==> config.mk <==
export PLATFORM = sky130hd
export DESIGN_NAME = ps2_host_tx
export DESIGN_NICKNAME = d
export VERILOG_FILES = /design/src/rtl/ps2_pkg.sv /design/src/rtl/ps2_sync.sv /design/src/rtl/ps2_host_tx.sv
export SDC_FILE = /design/constraint.sdc
export NUM_CORES = 1
export LEC_CHECK = 0
export ABC_AREA = 1
export BUFFER_PORTS_ARGS = -buffer_cell sky130_fd_sc_hd__clkbuf_2
export CORE_UTILIZATION = 50
export DETAILED_ROUTE_END_ITERATION = 10
export PLACE_DENSITY = 0.72
export SYNTH_ARGS = -nofsm -noshare
export SYNTH_HDL_FRONTEND = slang
export SYNTH_SLANG_ARGS = --single-unit
==> constraint.sdc <==
create_clock -name clk -period 4.8 [get_ports clk]
set_clock_uncertainty 0.15 [all_clocks]
set_input_delay 0.48 -clock clk [delete_from_list [all_inputs] [get_ports clk]]
set_output_delay 0.48 -clock clk [all_outputs]
set_load 0.02 [all_outputs]
==> src/rtl/ps2_pkg.sv <==
// ps2_pkg: shared PS/2 state encoding and command byte constants.
package ps2_pkg;
    typedef enum logic [2:0] {IDLE, INHIBIT, REQ, BITS, ACK, WAIT_IDLE} state_t;
    localparam logic [7:0] CMD_SET_LEDS = 8'hED;
    localparam logic [7:0] CMD_RESET = 8'hFF;
    localparam logic [7:0] RESP_ACK = 8'hFA;
endpackage

==> src/rtl/ps2_sync.sv <==
// ps2_sync: two-flop synchronizer for one PS/2 line plus falling-edge detect.
module ps2_sync (
    input  logic clk,
    input  logic rst,
    input  logic pin,
    output logic level,
    output logic fall
);
    logic meta, prev;
    // Idle PS/2 lines float high, so reset to 1 to avoid a spurious fall.
    always_ff @(posedge clk)
        if (rst) {meta, level, prev} <= 3'b111;
        else {meta, level, prev} <= {pin, meta, level};
    assign fall = prev & ~level;
endmodule

==> src/rtl/ps2_host_tx.sv <==
// ps2_host_tx: host-to-device PS/2 command transmitter with ACK check and watchdog.
module ps2_host_tx
    import ps2_pkg::*;
#(
    parameter int CLK_FREQ_HZ = 50000000,
    parameter int INHIBIT_US = 100,
    parameter int TIMEOUT_CYC = 750000
) (
    input  logic       clk,
    input  logic       rst,
    input  logic [7:0] tx_data,
    input  logic       tx_valid,
    output logic       tx_ready,
    input  logic       ps2_clk_in,
    input  logic       ps2_data_in,
    output logic       ps2_clk_oe,
    output logic       ps2_data_oe,
    output logic       busy,
    output logic       tx_done,
    output logic       tx_err
);
    localparam int INHIBIT_CYC = CLK_FREQ_HZ / 1000000 * INHIBIT_US;
    localparam int MAX_CYC = TIMEOUT_CYC > INHIBIT_CYC ? TIMEOUT_CYC : INHIBIT_CYC;
    localparam int CW = $clog2(MAX_CYC + 1);
    localparam logic [CW-1:0] INH_LAST = CW'(INHIBIT_CYC - 1);
    localparam logic [CW-1:0] INH_PRE = CW'(INHIBIT_CYC - 2);
    localparam logic [CW-1:0] TO_LAST = CW'(TIMEOUT_CYC - 1);

    state_t state, nxt;
    logic [7:0] dat_q, dat_n;
    logic [3:0] idx_q, idx_n;
    logic [CW-1:0] cnt_q, cnt_n;
    logic par_q, par_n, ack_q, ack_n;
    logic clk_oe_n, data_oe_n, done_n, err_n;
    logic clk_lvl, clk_fall, dat_lvl, data_fall_unused;

    ps2_sync u_clk_sync (.clk(clk), .rst(rst), .pin(ps2_clk_in), .level(clk_lvl), .fall(clk_fall));
    ps2_sync u_dat_sync (.clk(clk), .rst(rst), .pin(ps2_data_in), .level(dat_lvl), .fall(data_fall_unused));

    assign tx_ready = state == IDLE;
    assign busy = state != IDLE;

    always_ff @(posedge clk)
        if (rst) begin
            state <= IDLE;
            dat_q <= '0;
            idx_q <= '0;
            cnt_q <= '0;
            par_q <= 1'b0;
            ack_q <= 1'b0;
            ps2_clk_oe <= 1'b0;
            ps2_data_oe <= 1'b0;
            tx_done <= 1'b0;
            tx_err <= 1'b0;
        end else begin
            state <= nxt;
            dat_q <= dat_n;
            idx_q <= idx_n;
            cnt_q <= cnt_n;
            par_q <= par_n;
            ack_q <= ack_n;
            ps2_clk_oe <= clk_oe_n;
            ps2_data_oe <= data_oe_n;
            tx_done <= done_n;
            tx_err <= err_n;
        end

    always_comb begin
        nxt = state;
        dat_n = dat_q;
        idx_n = idx_q;
        par_n = par_q;
        ack_n = ack_q;
        clk_oe_n = ps2_clk_oe;
        data_oe_n = ps2_data_oe;
        done_n = 1'b0;
        err_n = 1'b0;
        case (state)
            IDLE: begin
                clk_oe_n = tx_valid;
                data_oe_n = 1'b0;
                if (tx_valid) begin
                    nxt = INHIBIT;
                    dat_n = tx_data;
                    par_n = ~^tx_data;
                end
            end
            INHIBIT: begin
                data_oe_n = cnt_q >= INH_PRE;
                if (cnt_q == INH_LAST) begin
                    nxt = REQ;
                    clk_oe_n = 1'b0;
                end
            end
            REQ:
                if (clk_fall) begin
                    nxt = BITS;
                    data_oe_n = ~dat_q[0];
                    idx_n = 4'd1;
                end
            BITS:
                if (clk_fall) begin
                    idx_n = idx_q + 4'd1;
                    data_oe_n = idx_q == 4'd9 ? 1'b0 : idx_q == 4'd8 ? ~par_q : ~dat_q[idx_q[2:0]];
                    nxt = idx_q == 4'd9 ? ACK : BITS;
                end
            ACK:
                if (clk_fall) begin
                    ack_n = ~dat_lvl;
                    nxt = WAIT_IDLE;
                end
            WAIT_IDLE:
                if (clk_lvl && dat_lvl) begin
                    nxt = IDLE;
                    done_n = ack_q;
                    err_n = ~ack_q;
                end
            default: nxt = IDLE;
        endcase
        // A device edge or a completed handshake on this cycle beats the watchdog.
        if (state inside {REQ, BITS, ACK, WAIT_IDLE} && !clk_fall && nxt == state && cnt_q == TO_LAST) begin
            nxt = IDLE;
            clk_oe_n = 1'b0;
            data_oe_n = 1'b0;
            err_n = 1'b1;
        end
        cnt_n = (nxt != state || state == IDLE || (clk_fall && state != INHIBIT)) ? '0 : cnt_q + CW'(1);
    end
endmodule

==> results of run 1 <==
==> cells by family (layout without fill, tap and decap cells) <==
kind of cell	Yosys count	count (layout)
buffers and inverters	56	75
XOR/XNOR	25	25
flip-flops	46	46
AND/OR/NAND/NOR	188	188
AO/OA/AOI/OAI	30	30
adder cells (fa/ha/maj)	5	5
==> metrics by stage <==
step                hold slack (ns)  cells  utilization
floorplan                    0.2395    350            -
global placement             0.2440    428       0.5457
detailed placement           0.2433    428       0.5457
CTS                          0.1952    436       0.5698
global route                 0.1883    436       0.5698
finish                       0.2013    436       0.5698
==> power by group through the flow <==
stage               registers (mW)  clock network [mW]  logic (mW)
global placement             0.404                   0      0.0501
finish                       0.396               0.291      0.0509
CTS                          0.396               0.301      0.0514
floorplan                    0.403                   0      0.0389
detailed placement           0.404                   0      0.0511
global route                 0.397               0.315      0.0580
==> area by class of cell <==
type	instances	area share
multi-input combinational	248	0.4826
tap	67	0.03115
inverter	49	0.06834
clock inverter	3	0.01674
sequential	46	0.3422
clock buffer	5	0.02557
timing repair buffer	18	0.03347
==> registers in the layout, summed over array words and instances (netlist names) <==
name,flops
cnt_q,20
dat_q,8
idx_q,4
state,3
ack_q,1
par_q,1
ps2_clk_oe,1
ps2_data_oe,1
tx_done,1
tx_err,1
u_clk_sync.level,1
u_clk_sync.meta,1
u_clk_sync.prev,1
u_dat_sync.level,1
u_dat_sync.meta,1
==> worst max path at each step <==
stage	start	end	slack, ns
after global placement	idx_q[1]	cnt_q[15]	2.75
after detailed placement	idx_q[0]	cnt_q[9]	2.69
after CTS	idx_q[0]	cnt_q[9]	2.67
after floorplan	cnt_q[1]	cnt_q[5]	3.07
after global routing	idx_q[1]	cnt_q[9]	2.42
final	state[0]	cnt_q[9]	2.67
==> routing by layer <==
| layer | vias up | track usage | routed length, um |
|---|---|---|---|
| met1 | 929 | 0.2506 | 2285 |
| met4 | 0 | 0.07843 | 60 |
| met5 | - | 0 | 0 |
| li1 | 1136 | - | - |
| met3 | 6 | 0.04028 | 169 |
| met2 | 45 | 0.3427 | 2289 |
==> Yosys cell counts <==
cell type / number
nand2_1: 70
nor2_1: 49
dfxtp_1: 46
inv_1: 46
nand3_1: 34
xor2_1: 16
a21oi_1: 15
nor3_1: 9
xnor2_1: 9
o21ai_0: 8
nor2_2: 6
ha_1: 5
nand4_1: 4
or2_2: 4
inv_2: 3
nand2_2: 3
nand3_2: 3
nor3_2: 3
a31oi_1: 2
buf_2: 2
buf_4: 2
buf_6: 2
a211oi_1: 1
and3_1: 1
clkbuf_1: 1
nor2_4: 1
nor4_1: 1
o211a_1: 1
o211ai_1: 1
o21a_1: 1
o21ai_1: 1
==> flow_summary.json, run 1 <==
{
  "totalWireLength_mm": 4.804,
  "start_util": 0.5197,
  "period_needed_ns": 2.130,
  "die_area_um2": 5194,
  "htreeDepth": 2,
  "io-pin-count": 19,
  "path_cells": "nand2_1 > nor2_1 > nand3_1 > nand2_1 > nand2_1 > nand2_1 > nand3_2 > nor2_1",
  "numPortBuffers": 18,
  "tns_ns": 0,
  "synth_top_family_by_area": "simple AND/OR/NAND/NOR gates",
  "worst_slack_ns": 2.670,
  "hold_viol_final": 0,
  "drtAntennaViolNets": 0,
  "ctsHoldBuffers": 0,
  "crit_arrival_ns": 2.21,
  "post-route-period-util": 0.4437,
  "syn_area_um2": 2455,
  "power_frac_seq": 0.537,
  "avgViaCountPerCell": 4.853,
  "hp-start": "ps2_data_in",
  "swShare": 0.2338,
  "hpwlAfterDp_mm": 3.616,
  "slowest_stage": "dfxtp_1",
  "synth_xor_area_frac": 0.08919,
  "reg2regPathDepth": 8,
  "setup_violations": 0,
  "multiInputGateArea_um2": 1299,
  "clk-insertion-delay-late_ns": 0.30,
  "die_h_um": 72.07,
  "postLayoutCellArea_um2": 2691,
  "grt-ovfl-total": 0,
  "ys_warn_count": 0,
  "regArea_um2": 920.9,
  "p_leak_nw": 1.102,
  "tritoncts": "built",
  "nFillCells": 472,
  "clock-sinks": 46,
  "antenna_found_initial": 0,
  "p_sw_uw": 172.4,
  "synth_cell_type_count": 31,
  "slew_viol_final": 0,
  "fin_nets": 386,
  "drive_above_1_share": 0.1328,
  "clockPowerShare": 0.394,
  "p_per_area_nw_per_um2": 274.0,
  "rsz0062_at_grt": "false",
  "worst_pin_slew_ns": 0.4201,
  "pwr-share-comb": 0.069,
  "routabilityCongestion": 0.8236,
  "synth_top_area_cell": "dfxtp_1",
  "synthSimpleGateAreaFrac": 0.3471,
  "crit_path_max_incr_delay_ns": 0.56,
  "yosys.area_share.adder": 0.02548,
  "cp-start-kind": "flip-flop",
  "status": "completed",
  "remaining_drc_errors": 0,
  "synth_nets": 368,
  "cts_root_buf": "clkbuf_8",
  "synth_top_area_frac": 0.3751,
  "synth.top_cells.by_area": "dfxtp_1, nand2_1, nor2_1, inv_1, nand3_1",
  "dr.pass1.iters": 5,
  "critPathBufInv": 0,
  "grt_pass1_wl_mm": 8.307,
  "hold_path_class": "in2reg",
  "ys_seq_area_frac": 0.3751,
  "crit_path_frequent_cell": "nand2_1",
  "fmax_ghz": 0.4695,
  "post_dp_cell_area_um2": 2577,
  "wire_per_inst_um": 11.02,
  "end_kind": "flip-flop",
  "area_growth_pct": 9.633,
  "num_rows": 25,
  "whs_path_depth": 2,
  "reg2reg_slack_ns": 2.67,
  "cp.required_ns": 4.88,
  "final_common_cell": "nand2_1",
  "cp_top_family": "simple AND/OR/NAND/NOR gates",
  "syn_inst": 350,
  "cts_setup_buffers": 0,
  "grt_pass1_vias": 1932,
  "drt_iter0_drc": 104,
  "cp_max_fo": 20,
  "holdPathEnd": "u_dat_sync.meta",
  "dpl_worst_slack_ns": 2.695,
  "post_cts_resized": 0,
  "p_total_uw": 737.3,
  "r2r-end": "cnt_q[9]",
  "synth_compound_area_frac": 0.06728,
  "grt_util_all_layers": 0.2016,
  "slew_headroom": 0.7196,
  "intPower_uw": 564.9,
  "numCtsBuffers": 5,
  "core-area_um2": 4723,
  "die_w_um": 72.07,
  "grt_max_degree": 21,
  "clockBufferDepth": 2,
  "layout_common_cells": "nand2_1, nor2_1, inv_1, dfxtp_1, nand3_1",
  "maxCapViolations": 0,
  "r2r_start": "state[0]",
  "cts.reportedPaths.clkPinSlew_ns": 0.09,
  "antennaDiodeCount": 0,
  "vias": 2116,
  "worst-path-stages": 8,
  "critPathKind": "reg2reg",
  "synthMuxAreaShare": 0,
  "ys_seq_elements": 46,
  "synth_area_per_cell_um2": 7.014,
  "ir_worst_vdd_mv": 0.1657
}
Power figures use the tool's default switching activity.
==> run 2: changes to the inputs <==
- clock period: 4.8 -> 2.2 ns (I/O delays scaled with it)
==> flow_summary.json, run 2 (same netlist as run 1, synthesis figures left out) <==
{
  "slew_headroom": 0.7199,
  "routabilityCongestion": 0.8927,
  "maxCapViolations": 0,
  "cp_max_fo": 20,
  "period_needed_ns": 1.994,
  "drive_above_1_share": 0.1432,
  "tritoncts": "built",
  "die_area_um2": 5194,
  "wire_per_inst_um": 10.92,
  "die_h_um": 72.07,
  "cts_root_buf": "clkbuf_8",
  "status": "completed",
  "p_leak_nw": 1.140,
  "grt_pass1_vias": 1973,
  "rsz0062_at_grt": "false",
  "top_regs": "cnt_q: 20 flops, dat_q: 8 flops, idx_q: 4 flops",
  "p_total_mw": 1.511,
  "p_per_area_nw_per_um2": 551.9,
  "fin_nets": 394,
  "antenna_found_initial": 0,
  "grt-ovfl-total": 0,
  "crit_arrival_ns": 2.04,
  "cp-start-kind": "flip-flop",
  "io-pin-count": 19,
  "clockBufferDepth": 2,
  "end_kind": "flip-flop",
  "clk-insertion-delay-late_ns": 0.30,
  "hold_viol_final": 0,
  "htreeDepth": 2,
  "largest_register_ffs": 20,
  "cts.reportedPaths.clkPinSlew_ns": 0.08,
  "slew_viol_final": 0,
  "final_common_cell": "nand2_1",
  "die_w_um": 72.07,
  "fmax_ghz": 0.5015,
  "reg2reg_slack_ns": 0.21,
  "num_rows": 25,
  "cts_setup_buffers": 0,
  "worst_pin_slew_ns": 0.4186,
  "grt_util_all_layers": 0.2084,
  "post-route-period-util": 0.9064,
  "nFillCells": 476,
  "vias": 2156,
  "core-area_um2": 4723,
  "regMostFlops": "cnt_q",
  "clock-sinks": 46,
  "numPortBuffers": 18,
  "critPathKind": "reg2reg",
  "hold_path_class": "in2reg",
  "totalWireLength_mm": 4.850,
  "ir_worst_vdd_mv": 0.3578,
  "start_util": 0.5197,
  "tns_ns": 0,
  "avgViaCountPerCell": 4.856,
  "hpwlAfterDp_mm": 3.596,
  "area_growth_pct": 11.52,
  "setup_violations": 0,
  "antennaDiodeCount": 0,
  "drt_iter0_drc": 114,
  "remaining_drc_errors": 0,
  "numCtsBuffers": 5,
  "grt_pass1_wl_mm": 8.514,
  "layout_common_cells": "nand2_1, nor2_1, inv_1, dfxtp_1, nand3_1",
  "drtAntennaViolNets": 0,
  "cp.required_ns": 2.25,
  "grt_max_degree": 21,
  "dr.pass1.iters": 4
}
-- run 2: final timing paths --
check | startpoint | endpoint | depth (start not counted)
min | tx_data[4] | dat_q[4] | 3
max reg2reg | cnt_q[1] | cnt_q[14] | 11
max | cnt_q[1] | cnt_q[14] | 11
min reg2reg | u_dat_sync.meta | u_dat_sync.level | 1
-- run 2: timing repair --
| item | in CTS | in global routing |
|---|---|---|
| hold endpoints to repair | 2 | 0 |
| endpoints found under the setup margin | 0 | 3 |
| gates resized for setup | 0 | 1 |
| hold buffers | 2 | 0 |
-- run 2: power breakdown --
part / internal, mW / switching, mW / leakage [nW] / total, mW
Clock: 0.254 / 0.279 / 0.0482 / 0.533
Sequential: 0.851 / 0.0121 / 0.374 / 0.863
Combinational: 0.0472 / 0.0679 / 0.718 / 0.115
Total: 1.15 / 0.359 / 1.14 / 1.51
-- run 2: cell type report --
| class | instances | area (um2) | area share |
|---|---|---|---|
| clock inverter | 1 | 5.005 | 0.001828 |
| clock buffer | 7 | 86.33 | 0.03154 |
| inverter | 49 | 183.9 | 0.06718 |
| multi-input combinational | 248 | 1299 | 0.4744 |
| tap | 67 | 83.83 | 0.03062 |
| sequential | 46 | 920.9 | 0.3364 |
| timing repair buffer | 26 | 158.9 | 0.05804 |
-- run 2: per-stage QoR --
| step | area, um2 | hold slack [ns] | utilization | worst slack (ns) | instances |
|---|---|---|---|---|---|
| 3_5_place_dp | 2623 | 0.2492 | 0.5552 | 0.1658 | 434 |
| 3_3_place_gp | 2623 | 0.2411 | 0.5552 | 0.2655 | 434 |
| 4_1_cts | 2734 | 0.03127 | 0.5788 | 0.1543 | 444 |
| 5_1_grt | 2738 | 0.03306 | 0.5796 | 0.04742 | 444 |
| 2_1_floorplan | 2455 | 0.1484 | - | 0.4742 | 350 |
| 6_report | 2738 | 0.03775 | 0.5796 | 0.2060 | 444 |
-- run 2: critical path, cell delays in order (launching register included) --
cell and delay (ns):
dfxtp_1 0.39, ha_1 0.24, nand3_2 0.13, nor2_1 0.11
nand2_1 0.06, nor3_2 0.21, nand2_2 0.11, nand2_1 0.10
nand2_1 0.07, nand3_2 0.08, buf_6 0.18, nor2_1 0.05
-- run 2: layer usage --
metal  part of all wire  wire length, um  vias up  GRT usage
met5                  0                0        -          0
met4              0.014               66        0    0.07190
met3              0.036              176        6    0.04167
met2               0.47             2300       46     0.3551
met1               0.48             2307      952     0.2622
li1                   -                -     1152          -
==> run 3: changes to the inputs <==
- CTS_CLUSTER_SIZE: default -> 16
- PLACE_DENSITY: 0.72 -> 0.67
==> flow_summary.json, run 3 (same netlist as run 1, synthesis figures left out) <==
{
  "grt_pass1_wl_mm": 8.466,
  "critPathKind": "reg2reg",
  "numPortBuffers": 18,
  "core-area_um2": 4723,
  "ir_worst_vdd_mv": 0.3801,
  "crit_path_frequent_cell": "nand2_1",
  "avgViaCountPerCell": 4.704,
  "use_met2": 0.3634,
  "slew_headroom": 0.7407,
  "regMostFlops": "cnt_q",
  "grt-ovfl-total": 0,
  "path_cells": "ha_1 > nand3_2 > nor2_1 > nand2_1 > nor3_2 > nand2_2 > nand2_1 > nand2_1 > nand3_2 > buf_6 > nor2_1",
  "drtAntennaViolNets": 0,
  "nFillCells": 463,
  "final_cells": 446,
  "drt_iter0_drc": 103,
  "cp_max_fo": 20,
  "hold_path_class": "in2reg",
  "slowest_stage": "dfxtp_1",
  "clock-sinks": 46,
  "io-pin-count": 19,
  "numCtsBuffers": 5,
  "dr.pass1.iters": 5,
  "cts_root_buf": "clkbuf_8",
  "cts_setup_buffers": 0,
  "vias": 2098,
  "totalWireLength_mm": 4.781,
  "status": "completed",
  "die_area_um2": 5194,
  "fmax_ghz": 0.5096,
  "worst_pin_slew_ns": 0.3880,
  "start_util": 0.5197,
  "rsz0062_at_grt": "false",
  "p_total_mw": 1.607,
  "period_needed_ns": 1.962,
  "dp.cells": 436,
  "htreeDepth": 2,
  "antenna_found_initial": 0,
  "cts.reportedPaths.clkPinSlew_ns": 0.08,
  "antennaDiodeCount": 0,
  "num_rows": 25,
  "grt_max_degree": 21,
  "end_kind": "flip-flop",
  "slew_viol_final": 0,
  "cp_top_family": "simple AND/OR/NAND/NOR gates",
  "hpwlAfterDp_mm": 3.621,
  "top_regs": "cnt_q: 20 flops, dat_q: 8 flops, idx_q: 4 flops",
  "fin_nets": 396,
  "layout_common_cells": "nand2_1, nor2_1, inv_1, dfxtp_1, nand3_1",
  "grt_util_met1": 0.2496,
  "final_common_cell": "nand2_1",
  "cp.required_ns": 2.25,
  "setup_violations": 0,
  "post-route-period-util": 0.8919,
  "reg2reg_slack_ns": 0.24,
  "grt_pass1_vias": 1987,
  "wire_per_inst_um": 10.72,
  "remaining_drc_errors": 0,
  "clk-insertion-delay-late_ns": 0.30,
  "largest_register_ffs": 20,
  "grt_util_all_layers": 0.2065,
  "drive_above_1_share": 0.1478,
  "die_w_um": 72.07,
  "tns_ns": 0,
  "hold_viol_final": 0,
  "crit_arrival_ns": 2.01,
  "cp-start-kind": "flip-flop",
  "busiest_layer": "met2",
  "crit_path_max_incr_delay_ns": 0.38,
  "routabilityCongestion": 0.8824,
  "p_per_area_nw_per_um2": 579.9,
  "area_growth_pct": 12.90,
  "die_h_um": 72.07,
  "clockBufferDepth": 2,
  "use_met3": 0.04167,
  "tritoncts": "built",
  "maxCapViolations": 0,
  "p_leak_nw": 1.153,
  "critPathBufInv": 1
}
[run 3: cell type report]
type	instances	area (um2)	area share
multi-input cells	248	1299	0.4686
flip-flops and latches	46	920.9	0.3323
well taps	67	83.83	0.03025
clock buffers	6	72.57	0.02619
clock inverters	2	37.54	0.01354
inverters	49	183.9	0.06637
repair buffers	28	173.9	0.06275
[run 3: per-layer routing]
layer / wire length, um / share of wire
met5: 0 / 0
met4: 74 / 0.015
met3: 124 / 0.026
met2: 2287 / 0.48
met1: 2293 / 0.48
[run 3: worst min-delay path, delay by kind of cell]
kind | cells | cell delay (ns)
buffers and inverters | 1 | 0.09
and+or+nand+nor | 1 | 0.07
AOI/OAI and AO/OA | 1 | 0.06
[run 3: repair_timing]
| action | 4_1_cts | 5_1_grt |
|---|---|---|
| setup endpoints to repair | 0 | 20 |
| hold endpoints to repair | 2 | 0 |
| gates resized for setup | 0 | 1 |
| hold buffers | 2 | 0 |
[run 3: final timing paths]
check / start / end / cells past startpoint
worst min register to register: u_dat_sync.meta / u_dat_sync.level / 1
worst min-delay path: tx_data[7] / dat_q[7] / 3
worst max-delay path: cnt_q[1] / cnt_q[7] / 11
worst max register to register: cnt_q[1] / cnt_q[7] / 11
[run 3: stage by stage]
step                hold slack [ns]    util  setup slack (ns)  instance area [um2]
detailed placement           0.2477  0.5584            0.1767                 2638
global route                0.04158  0.5868          0.007294                 2771
finish                      0.04163  0.5868            0.2378                 2771
CTS                         0.03019  0.5860            0.1666                 2768
global placement             0.2412  0.5584            0.2658                 2638
floorplan                    0.1484       -            0.4742                 2455
[run 3: where the power goes]
part	switching (mW)	internal, mW
registers	0.0102	0.851
clock network	0.288	0.339
logic	0.0686	0.0498
